**src/rtl/pc_sequencer.sv**
```systemverilog
// Registered program counter for the fetch stage: sequential increment, branch/jump redirects,
// valid/ready fetch handshake and a BOOT/RUN/HALT state machine. Optional return-address stack: PC_RAS_EN.
module pc_sequencer #(
  parameter int              PC_W      = 12,
  parameter int unsigned     INC       = 1,
  parameter int              OFF_W     = 8,
  parameter logic [PC_W-1:0] RESET_PC  = '0,
  parameter int              RAS_DEPTH = 4
) (
  input  logic             clk,
  input  logic             rst_n,
  input  logic             halt_req,
  input  logic             resume,
  input  logic             br_take,
  input  logic [OFF_W-1:0] br_off,
  input  logic             jmp_take,
  input  logic [PC_W-1:0]  jmp_addr,
`ifdef PC_RAS_EN
  input  logic             call,
  input  logic             ret,
  output logic             ras_empty,
  output logic             ras_full,
`endif
  input  logic             fetch_ready,
  output logic             fetch_valid,
  output logic [PC_W-1:0]  pc,
  output logic             wrap,
  output logic             halted
);

  typedef enum logic [1:0] {BOOT, RUN, HALT} state_t;

  state_t          state, state_nxt;
  logic [PC_W-1:0] pc_nxt;
  logic            wrap_nxt;
  logic [PC_W-1:0] off_ext;
  logic [PC_W:0]   inc_sum;
  logic            fire;

  assign fetch_valid = (state == RUN);
  assign halted      = (state == HALT);
  assign fire        = fetch_valid & fetch_ready;
  assign off_ext     = PC_W'($signed(br_off));
  // The extra top bit of the sum is the carry that drives wrap.
  assign inc_sum     = {1'b0, pc} + (PC_W+1)'(INC);

`ifdef PC_RAS_EN
  localparam int RAS_AW = $clog2(RAS_DEPTH);

  logic [PC_W-1:0]   ras_mem [RAS_DEPTH];
  logic [RAS_AW-1:0] ras_top, ras_top_inc;
  logic [RAS_AW:0]   ras_cnt;
  logic              ras_push, ras_pop;

  assign ras_top_inc = ras_top + RAS_AW'(1);
  assign ras_empty   = (ras_cnt == '0);
  assign ras_full    = (ras_cnt == (RAS_AW+1)'(RAS_DEPTH));
`endif

  always_comb begin
    // NOTE: every output of this block gets a default first so no path leaves it unassigned (no latches).
    state_nxt = state;
    pc_nxt    = pc;
    wrap_nxt  = 1'b0;
`ifdef PC_RAS_EN
    ras_push  = 1'b0;
    ras_pop   = 1'b0;
`endif
    case (state)
      BOOT: state_nxt = RUN;
      RUN: begin
        if (jmp_take) begin
          pc_nxt = jmp_addr;
`ifdef PC_RAS_EN
          ras_push = call;
`endif
        end else if (br_take) begin
          pc_nxt = pc + off_ext;
`ifdef PC_RAS_EN
        end else if (ret && !ras_empty) begin
          pc_nxt  = ras_mem[ras_top];
          ras_pop = 1'b1;
`endif
        end else if (fire) begin
          pc_nxt   = inc_sum[PC_W-1:0];
          wrap_nxt = inc_sum[PC_W];
        end
        if (halt_req) state_nxt = HALT;
      end
      HALT: if (resume && !halt_req) state_nxt = RUN;
      default: state_nxt = BOOT;
    endcase
  end

  // NOTE: state registers use non-blocking assignments so every flop samples pre-edge values.
  always_ff @(posedge clk or negedge rst_n) begin
    if (!rst_n) begin
      state <= BOOT;
      pc    <= RESET_PC;
      wrap  <= 1'b0;
    end else begin
      state <= state_nxt;
      pc    <= pc_nxt;
      wrap  <= wrap_nxt;
    end
  end

`ifdef PC_RAS_EN
  // The circular top pointer makes a push on a full stack land on the oldest slot.
  always_ff @(posedge clk or negedge rst_n) begin
    if (!rst_n) begin
      ras_top <= '0;
      ras_cnt <= '0;
    end else if (ras_push) begin
      ras_top <= ras_top_inc;
      if (!ras_full) ras_cnt <= ras_cnt + (RAS_AW+1)'(1);
    end else if (ras_pop) begin
      ras_top <= ras_top - RAS_AW'(1);
      ras_cnt <= ras_cnt - (RAS_AW+1)'(1);
    end
  end

  // NOTE: stack storage is not reset; the count marks which entries hold live data.
  always_ff @(posedge clk) begin
    if (ras_push) ras_mem[ras_top_inc] <= inc_sum[PC_W-1:0];
  end
`endif

endmodule
```
**config.mk**
```make
export PLATFORM = sky130hd
export DESIGN_NAME = pc_sequencer
export DESIGN_NICKNAME = d
export VERILOG_FILES = /design/src/rtl/pc_sequencer.sv
export SDC_FILE = /design/constraint.sdc
export NUM_CORES = 1
export LEC_CHECK = 0
export BUFFER_PORTS_ARGS = -buffer_cell sky130_fd_sc_hd__buf_2
export CAP_MARGIN = 20
export CORE_MARGIN = 4
export CORE_UTILIZATION = 47
export DETAILED_ROUTE_END_ITERATION = 7
export PLACE_DENSITY_LB_ADDON = 0.15
export SYNTH_ARGS = -nofsm -noshare
export SYNTH_HDL_FRONTEND = slang
export SYNTH_SLANG_ARGS = --single-unit
```
**constraint.sdc**
```tcl
create_clock -name clk -period 2.8 [get_ports clk]
set_input_delay 0.14 -clock clk [delete_from_list [all_inputs] [get_ports clk]]
set_output_delay 0.14 -clock clk [all_outputs]
set_load 0.01 [all_outputs]
```
==> flow_summary.toml <==
[worst_setup_path]
end_kind = "flop"
path_class = "flop to flop"
cp.arrival_ns = 2.58
cp-start-kind = "flop"
cp_cell_sequence = "ha_1, inv_1, fa_1, nand2b_1, a21oi_2, nor3_1, or4_1, o211ai_2"
reg2reg_slack_ns = 0.45
crit_family = "simple AND/OR/NAND/NOR gates"
cpMaxStageDelayCell = "dfrtp_1"
path_max_fanout = 7
cp.required_ns = 3.04
cpPeakStageDelay_ns = 0.49
crit_buf_inv = 1

[synth]
synth_seq_cells = 15
synth_nets = 239
synthCells = 199
synth_top_cells_by_area = "dfrtp_1, ha_1, o21ai_0"
synthesis.area_per_instance_um2 = 8.32
ys_seq_area_frac = 0.227
syn_area_um2 = 1660
yosys.area.top_type = "dfrtp_1"
async_flop_share = 1.00
synth-edff-count = 0
synthFlopType = "dfrtp_1"
yosysTopAreaCellShare = 0.227
yosysWarnings = 0
ys_types = 63

[floorplanning]
initial_utilization = 0.493
core-area_um2 = 3360
rows = 21
fp.dieW_um = 67.4
io_pins = 42
dieArea_um2 = 4540
die_h_um = 67.4

[final_layout]
final_common_cell = "buf_2"
antenna_cells = 0
nNetsFinal = 280
syn_to_final_growth_pct = 14.5
drive_gt1_frac = 0.272
layout_common_cells = "buf_2, nor2_1, o21ai_0, dfrtp_1, nand2_1"

[clock_network]
cts.reportedPaths.clkPinSlew_ns = 0.10
post_cts_buffers = 0
clk_latency_ns = 0.30
cts-root-buf = "clkbuf_4"
numCtsBuffers = 3
clockBufferDepth = 2
cts_sinks = 15
ctsHtreeMaxLevel = 1
cts_resized = 0
cts_tree = "done"

[status]
status = "complete, no violations"

[route]
drt_iter0_drc = 94
drcViolationCount = 0
dr.pass1.iters = 4
wl_per_cell_um = 15.8
post_drt_via_cell_ratio = 5.88
num_vias = 1677
postRouteWirelength_um = 4520
ant_nets = 0

[timing]
hold_viol_final = 0
setup_tns_ns = 0
setup_viol = 0
drv_slew = 0
skew_ns = 0.00628
slew_headroom = 0.740
fin_crit_sh = 0.838
tightest_slew_ns = 0.387
fmax_mhz = 426
rsz0062_at_grt = "no"
finalCriticalPeriod_ns = 2.35
whs_ns = 0.0347

[pwr]
p_total_uw = 1950
p_leak_uw = 0.000836
vdd_drop_max_v = 0.000476
power_density_nw_per_um2 = 1030

[grt]
antenna_found_initial = 0
first_global_vias = 1492
grt_max_degree = 18
grt.overflow.total = 0
grt_first_pass_wirelength_um = 7420
grt_util_all_layers = 0.216

[placement]
io_buffers = 41
dp_hpwl_um = 3490
gp_congestion = 0.863

[job]
drv_cap = 0

[worst_hold_path]
min_path_type = "input port to flop"
worst paths after layout:
path / from / endpoint / cells after the start
min: halt_req / state[0] / 2
min reg2reg: state[0] / state[0] / 1
max: pc[0] / pc[10] / 8
min in group asynchronous: rst_n / state[1] / 2
max in group asynchronous: rst_n / pc[6] / 2
max reg2reg: pc[0] / pc[10] / 8
per-stage QoR:
stage	std cells	setup WS, ns	cell area (um2)	util
finish	285	0.453	1900	0.564
global route	285	0.329	1900	0.564
global placement	280	0.552	1860	0.553
CTS	285	0.464	1900	0.564
detailed placement	280	0.471	1860	0.553
floorplan	199	0.596	1660	-
repair_timing:
| item | in CTS | in global routing |
|---|---|---|
| endpoints found under the setup margin | 0 | 0 |
| endpoints found under the hold margin | 15 | 0 |
| hold buffers | 1 | 0 |
state kept, by name, indices dropped and copies added, names as in the netlist:
signal  cells
state       2
pc         12
wrap        1
report_power, final:
part / total, uW / switching, uW / internal (uW)
sequential: 497 / 179 / 318
clock: 139 / 83.3 / 55.6
combinational: 1310 / 752 / 563
total: 1950 / 1010 / 937
cell usage after synthesis, drive strengths merged (2+ instances only):
library cell / count
a211oi: 7
a21boi: 2
a21o: 3
a21oi: 12
a22oi: 2
and3: 2
buf: 7
dfrtp: 15
ha: 12
inv: 11
mux2i: 3
nand2: 14
nand2b: 2
nand3: 9
nand4: 5
nor2: 18
nor2b: 4
nor3: 8
o211ai: 3
o21a: 3
o21ai: 24
o22ai: 3
o31ai: 2
or2: 2
xnor2: 3
xor2: 3
metal layers:
layer	track usage	wire length (um)	up-vias
li1	-	-	832
met1	0.324	2160	787
met2	0.326	2010	54
met3	0.0150	283	4
met4	0.0709	54	0
met5	0	0	-
worst reg2reg max path, stage by stage (launching register included):
cell      delay, ns
dfrtp_1        0.49
ha_1           0.27
inv_1          0.08
fa_1           0.40
nand2b_1       0.19
a21oi_2        0.22
nor3_1         0.09
or4_1          0.49
o211ai_2       0.08
logic make-up after synthesis:
logic type,synth area share
AOI/OAI and AO/OA,0.326
xor gates and xnor gates,0.0317
adders and majority gates,0.103
buffers and inverters,0.0650
DFF,0.227
muxes,0.0181
and+or+nand+nor,0.230
layout make-up:
cell class / count / area [um2]
clock buffers: 4 / 26.3
multi-input cells: 166 / 1170
inverters: 11 / 41.3
repair buffers: 43 / 223
well taps: 46 / 57.6
fillers: 351 / 1470
flip-flops and latches: 15 / 375
Power figures use the tool's default switching activity.
